==> src/rtl/pipeline_pkg.sv <==
// ---------------------------------------------------------------------------
// pipeline_pkg
// Shared definitions for the TP3 pipeline datapath.
//   NB_DATA          : default datapath width in bits
//   signed_overflow  : two's-complement overflow rule for an addition, given
//                      the sign bits of both operands and of the sum
// ---------------------------------------------------------------------------
package pipeline_pkg;

  localparam int NB_DATA = 32;

  // Overflow happens only when both operands share a sign and the sum's
  // sign differs from it; mixed-sign additions can never overflow.
  function automatic logic signed_overflow(input logic a_msb,
                                           input logic b_msb,
                                           input logic sum_msb);
    return (a_msb == b_msb) && (sum_msb != a_msb);
  endfunction

endpackage : pipeline_pkg

==> src/rtl/adder_stage_if.sv <==
// ---------------------------------------------------------------------------
// adder_stage_if
// Operand/result bundle of the registered adder stage.
//   i_valid, i_data_A, i_data_B          : operands offered by the producer
//   o_result, o_valid, o_carry,
//   o_overflow, o_zero                   : registered sum and flags
// Modports:
//   master : the producer/consumer around the adder (drives operands)
//   slave  : the adder stage itself (drives result and flags)
// ---------------------------------------------------------------------------
interface adder_stage_if #(
  parameter int NB_DATA = pipeline_pkg::NB_DATA
) ();

  logic               i_valid;
  logic [NB_DATA-1:0] i_data_A;
  logic [NB_DATA-1:0] i_data_B;
  logic [NB_DATA-1:0] o_result;
  logic               o_valid;
  logic               o_carry;
  logic               o_overflow;
  logic               o_zero;

  modport master (
    output i_valid, i_data_A, i_data_B,
    input  o_result, o_valid, o_carry, o_overflow, o_zero
  );

  modport slave (
    input  i_valid, i_data_A, i_data_B,
    output o_result, o_valid, o_carry, o_overflow, o_zero
  );

endinterface : adder_stage_if

==> src/rtl/adder_core.sv <==
// ---------------------------------------------------------------------------
// adder_core
// Purely combinational two's-complement adder, reusable by any stage.
//   i_data_A, i_data_B : operands (NB_DATA bits)
//   o_sum              : (A+B) mod 2^NB_DATA
//   o_carry            : carry out of the MSB (unsigned overflow)
//   o_overflow         : signed overflow
//   o_zero             : o_sum == 0
// ---------------------------------------------------------------------------
module adder_core #(
  parameter int NB_DATA = pipeline_pkg::NB_DATA
) (
  input  logic [NB_DATA-1:0] i_data_A,
  input  logic [NB_DATA-1:0] i_data_B,
  output logic [NB_DATA-1:0] o_sum,
  output logic               o_carry,
  output logic               o_overflow,
  output logic               o_zero
);

  import pipeline_pkg::*;

  // One extra bit so the carry falls out of the same addition.
  logic [NB_DATA:0] sum_wide;

  assign sum_wide   = {1'b0, i_data_A} + {1'b0, i_data_B};
  assign o_sum      = sum_wide[NB_DATA-1:0];
  assign o_carry    = sum_wide[NB_DATA];
  assign o_overflow = signed_overflow(i_data_A[NB_DATA-1],
                                      i_data_B[NB_DATA-1],
                                      sum_wide[NB_DATA-1]);
  assign o_zero     = (sum_wide[NB_DATA-1:0] == '0);

endmodule : adder_core

==> src/rtl/adder_stage.sv <==
// ---------------------------------------------------------------------------
// adder_stage
// Registered adder for the TP3 pipeline: one cycle of latency from operands
// to result/flags, with a valid strobe. Result and flags hold their last
// value while no new operands arrive; only o_valid drops.
//   i_clk   : system clock, rising edge
//   i_rst_n : asynchronous active-low reset, clears every output
//   bus     : adder_stage_if slave (operands in, result and flags out)
// ---------------------------------------------------------------------------
module adder_stage #(
  parameter int NB_DATA = pipeline_pkg::NB_DATA
) (
  input  logic          i_clk,
  input  logic          i_rst_n,
  adder_stage_if.slave  bus
);

  import pipeline_pkg::*;

  logic [NB_DATA-1:0] core_sum;
  logic               core_carry;
  logic               core_overflow;
  logic               core_zero;

  logic [NB_DATA-1:0] result_q,   result_d;
  logic               valid_q,    valid_d;
  logic               carry_q,    carry_d;
  logic               overflow_q, overflow_d;
  logic               zero_q,     zero_d;

  adder_core #(.NB_DATA(NB_DATA)) u_core (
    .i_data_A   (bus.i_data_A),
    .i_data_B   (bus.i_data_B),
    .o_sum      (core_sum),
    .o_carry    (core_carry),
    .o_overflow (core_overflow),
    .o_zero     (core_zero)
  );

  // Result and flags only move when new operands arrive, so a consumer can
  // keep reading the last sum after the valid strobe drops.
  always_comb begin
    valid_d    = bus.i_valid;
    result_d   = result_q;
    carry_d    = carry_q;
    overflow_d = overflow_q;
    zero_d     = zero_q;
    if (bus.i_valid) begin
      result_d   = core_sum;
      carry_d    = core_carry;
      overflow_d = core_overflow;
      zero_d     = core_zero;
    end
  end

  always_ff @(posedge i_clk or negedge i_rst_n) begin
    if (!i_rst_n) begin
      result_q   <= '0;
      valid_q    <= 1'b0;
      carry_q    <= 1'b0;
      overflow_q <= 1'b0;
      zero_q     <= 1'b0;
    end else begin
      result_q   <= result_d;
      valid_q    <= valid_d;
      carry_q    <= carry_d;
      overflow_q <= overflow_d;
      zero_q     <= zero_d;
    end
  end

  assign bus.o_result   = result_q;
  assign bus.o_valid    = valid_q;
  assign bus.o_carry    = carry_q;
  assign bus.o_overflow = overflow_q;
  assign bus.o_zero     = zero_q;

endmodule : adder_stage

==> src/flat_wrapper.sv <==
// flat-port wrapper written by rule: the top's interface ports become plain ports
module adder_stage_flat import pipeline_pkg::*;
#(
  parameter int NB_DATA = pipeline_pkg::NB_DATA
)
  (i_clk, i_rst_n, bus_i_valid, bus_i_data_A, bus_i_data_B, bus_o_result, bus_o_valid, bus_o_carry, bus_o_overflow, bus_o_zero);
  adder_stage_if #(.NB_DATA(NB_DATA)) bus_i ();
  input  logic i_clk;
  input  logic i_rst_n;
  input wire logic [$bits(bus_i.i_valid)-1:0] bus_i_valid;
  input wire logic [$bits(bus_i.i_data_A)-1:0] bus_i_data_A;
  input wire logic [$bits(bus_i.i_data_B)-1:0] bus_i_data_B;
  output wire logic [$bits(bus_i.o_result)-1:0] bus_o_result;
  output wire logic [$bits(bus_i.o_valid)-1:0] bus_o_valid;
  output wire logic [$bits(bus_i.o_carry)-1:0] bus_o_carry;
  output wire logic [$bits(bus_i.o_overflow)-1:0] bus_o_overflow;
  output wire logic [$bits(bus_i.o_zero)-1:0] bus_o_zero;
  assign bus_i.i_valid = bus_i_valid;
  assign bus_i.i_data_A = bus_i_data_A;
  assign bus_i.i_data_B = bus_i_data_B;
  assign bus_o_result = bus_i.o_result;
  assign bus_o_valid = bus_i.o_valid;
  assign bus_o_carry = bus_i.o_carry;
  assign bus_o_overflow = bus_i.o_overflow;
  assign bus_o_zero = bus_i.o_zero;
  adder_stage #(.NB_DATA(NB_DATA)) u_core (.i_clk(i_clk), .i_rst_n(i_rst_n), .bus(bus_i));
endmodule
==> config.mk <==
export PLATFORM = sky130hd
export DESIGN_NAME = adder_stage_flat
export DESIGN_NICKNAME = d
export VERILOG_FILES = /design/src/rtl/pipeline_pkg.sv /design/src/rtl/adder_stage_if.sv /design/src/rtl/adder_core.sv /design/src/rtl/adder_stage.sv /design/src/flat_wrapper.sv
export SDC_FILE = /design/constraint.sdc
export NUM_CORES = 1
export LEC_CHECK = 0
export BUFFER_PORTS_ARGS = -buffer_cell sky130_fd_sc_hd__buf_2
export CORE_MARGIN = 4
export CORE_UTILIZATION = 24
export DETAILED_ROUTE_END_ITERATION = 7
export PLACE_DENSITY = 0.47
export SKIP_LAST_GASP = 1
export SLEW_MARGIN = 10
export SYNTH_ARGS = -nofsm -noshare
export SYNTH_HDL_FRONTEND = slang
export SYNTH_HIERARCHICAL = 1
export SYNTH_SLANG_ARGS = --single-unit
export TNS_END_PERCENT = 100
==> constraint.sdc <==
create_clock -name i_clk -period 0.8 [get_ports i_clk]
set_input_delay 0.08 -clock i_clk [delete_from_list [all_inputs] [get_ports i_clk]]
set_output_delay 0.08 -clock i_clk [all_outputs]
set_load 0.03 [all_outputs]
==> results.md <==
- Status: complete, but fails checks
- Failing checks: setup timing
- Multi-input logic area: 0.003088 sq mm
- Global Route Usage Sum: between 10% and 20%
- Detail Route Antenna Nets: 0
- Asr flop ratio synth: between 90% and 100%
- Placed Cells: 758
- Sink Count: 36
- Synth area leader: dfrtp_1
- Ys flop type: dfrtp_1
- Final Setup Violations: 70
- Mapped Nets: about 470
- Vias in the first global route: between 4000 and 5000
- Post-synth top cells: dfrtp_1 (36), ha_1 (32), mux2_4 (30), a21oi_1 (25), nand2_1 (25)
- Layout Nets: between 700 and 800
- Synth warn: 6
- #FFs+latches synth: 36
- Share of the synthesized area in the top cell type: approximately a quarter
- Gate Count Post-Synth: around 370
- Synth Area in Adders: approximately an eighth
- Worst reg2reg setup slack: -120 ps
- Sequential fraction of the synthesis area: between 20% and 30%
- Post-Syn Area: 0.003522 sq mm
- CTS tree: done
- Final worst-path cycle share: 344.4%
- Clock slew at reported path FFs: around 60 ps
- Min Tclk post-route: about 2800 ps
- IO Port Bufs: between 100 and 150
- Critical Path RT: around 1000 ps
- Clock Tree Root: clkbuf_16
- Placeable Area: about 0.014 sq mm
- Setup TNS: -46420 ps
- Max-Cap Viols: 0
- Effective utilization at floorplan: approximately a quarter
- Worst Clk Skew: 0 ps
- Count of cell types in the netlist: a little over 60
- Horiz. Die Dim: ~130 um
- Crit start category: input port
- Leakage: ~3.2 nW
- Final Core Density: between 40% and 50%
- Placed wire-length estimate: around 9.5 mm
- Area growth syn-to-layout: 90.48%
- CP max-delay cell: fa_2
- Clk_lat worst skew: 270 ps
- FF/Latch Area: about 900 sq um
- Total Die Area: around 0.017 sq mm
- Initial antenna violation count: 0
- Pwr Density: 1872 mW/mm^2
- Floorplan row count: 44
- Vias: ~3900
- Largest net degree at the start of global routing: 37
- Drt pass-1 iters: 4
- Number of synthesized flops with an enable pin: 0
- Mean post-synth cell area: 9.571 sq um
- CTS max path bufs: 2
- Routed Wire Length: between 10 and 15 mm
- Largest family of logic cells by synthesized area: compound AO/OA/AOI/OAI gates
- Crit end category: flop
- Global route overflow: 0
- Routed wire length per instance: about 15 um
- Fin. Hold Viols: 0
- Number of diodes: 0
- Worst-Margin Slew: 436.8 ps
- Drt initial violations: approximately 120
- Arrival @ worst endpoint: just under 3000 ps
- Post-synthesis compound-gate area fraction: a little under a quarter
- H-tree levels: 2
- Min setup slack post-route: -1955 ps
- Post-synthesis mux area share: between 10% and 20%
- Die Ht: approximately 130 um
- # IOs: 103
- Simple-gate portion of the synthesized area: ~15%
- RSZ-0062 raised after global routing: true
- CP Max Fanout: 2
- Via density: a little under 5
- Worst min path class: in2reg
- CP Cell Sequence: buf_6, ha_4, fa_2, a211o_1, buf_6, a21o_1, a221oi_2, o2111ai_2, nor4_2, o2111ai_2, nor4_2, nand4b_1, nor4b_2, mux2_4
- Layout Cells excl Fill: just over 800
- Cell with the most instances after synthesis: dfrtp_1
- Fillers: 1362
- Global-route wire length before repair: 20.15 mm
- CP max stage delay: 340 ps
- Synth top area cells: dfrtp_1 (26%), mux2_4 (13%), ha_1 (11%)
- Normalized max-slew margin: between 70% and 80%
- Worst vdd ir: between 0.001 and 0.0015 V
- FMAX: around 0.36 GHz
- Ratio of cells with drive above 1 in the final layout: a little over three fifths
- Routability cong.: 0.9000
- Synth Area in XOR/XNOR: 4.476%
- Critical path class: in2reg
- Max Slew Vio Count: 0
- Num CTS Buffers: 5
- DR DRC count: 0
logic make-up (layout without fill, tap and decap cells):
group / count (synthesis) / after routing
AOI/OAI and AO/OA: 115 / 115
xor gates and xnor gates: 18 / 18
adders and majority gates: 33 / 33
buffers and inverters: 29 / 292
DFF: 36 / 36
muxes: 36 / 36
and+or+nand+nor: 101 / 101
flip-flops by register name, summed over array words and instances, names as in the netlist:
signal and count:
u_core/bus.o_carry 1, u_core/bus.o_overflow 1, u_core/bus.o_result 32, u_core/bus.o_valid 1, u_core/bus.o_zero 1
area by class of cell:
class / instances / share of cell area, %
multi-input combinational: 303 / 46.03
timing repair buffer: 268 / 32.99
sequential: 36 / 13.45
tap: 184 / 3.432
clock buffer: 5 / 1.865
clock inverter: 3 / 1.343
inverter: 16 / 0.8952
where the power goes:
group          switching [mW]  leakage (nW)  total, mW  internal [mW]
clock network           0.777         0.104       2.88           2.10
logic                    3.22          2.64       7.09           3.88
registers               0.337         0.421       2.59           2.25
total                    4.33          3.17       12.6           8.23
cell usage in the layout, fill, tap and decap left out, types with 10 or more instances in the layout:
master / netlist / routed
buf_6: 2 / 79
buf_2: 0 / 54
nand2_1: 25 / 24
ha_1: 32 / 24
a21oi_1: 25 / 19
mux2_4: 30 / 32
a21o_1: 10 / 10
buf_4: 0 / 131
dfrtp_1: 36 / 35
nor2_1: 23 / 21
o21ai_0: 12 / 10
inv_1: 16 / 13
critical path: cells and delay by family:
kind / cells / cell delay (ps)
AO/OA/AOI/OAI: 5 / 1120
adder cells (fa/ha/maj): 2 / 490
buffers and inverters: 2 / 230
multiplexers: 1 / 180
AND/OR/NAND/NOR: 4 / 870
final timing paths:
kind	end	startpoint	cells after the start
min	u_core/bus.o_valid	bus_i_valid	1
max reg2reg	u_core/bus.o_result[8]	u_core/bus.o_result[8]	2
max	u_core/bus.o_zero	bus_i_data_B[0]	14
max in group asynchronous	u_core/bus.o_result[0]	i_rst_n	3
min in group asynchronous	u_core/bus.o_result[21]	i_rst_n	3
min reg2reg	u_core/bus.o_overflow	u_core/bus.o_overflow	1
per-stage QoR:
stage	power [mW]	hold WS, ps	worst slack, ps	instance area (sq um)
3_3_place_gp	7.635	57.60	-2435	5150
4_1_cts	12.19	12.36	-2007	6345
5_1_grt	13.28	9.579	-2160	6709
6_report	12.56	23.10	-1955	6709
3_5_place_dp	7.676	64.20	-2551	5150
2_1_floorplan	5.546	-215.6	-2024	3616
what timing repair did:
action | in CTS | in global routing
pin swaps | 41 | 47
hold endpoints to repair | 36 | 0
buffers inserted | 43 | 16
gates resized for setup | 152 | 58
endpoints found under the setup margin | 70 | 71
hold buffers | 1 | 0
layer usage:
metal / share of wire [%] / GRT usage, % / vias to the layer above
li1: - / - / 1906
met1: 42 / 17.71 / 1876
met2: 52 / 27.07 / 114
met3: 3.9 / 2.473 / 22
met4: 1.9 / 3.706 / 0
met5: 0 / 0 / -
Note: power is estimated with default switching activity, not from simulation.
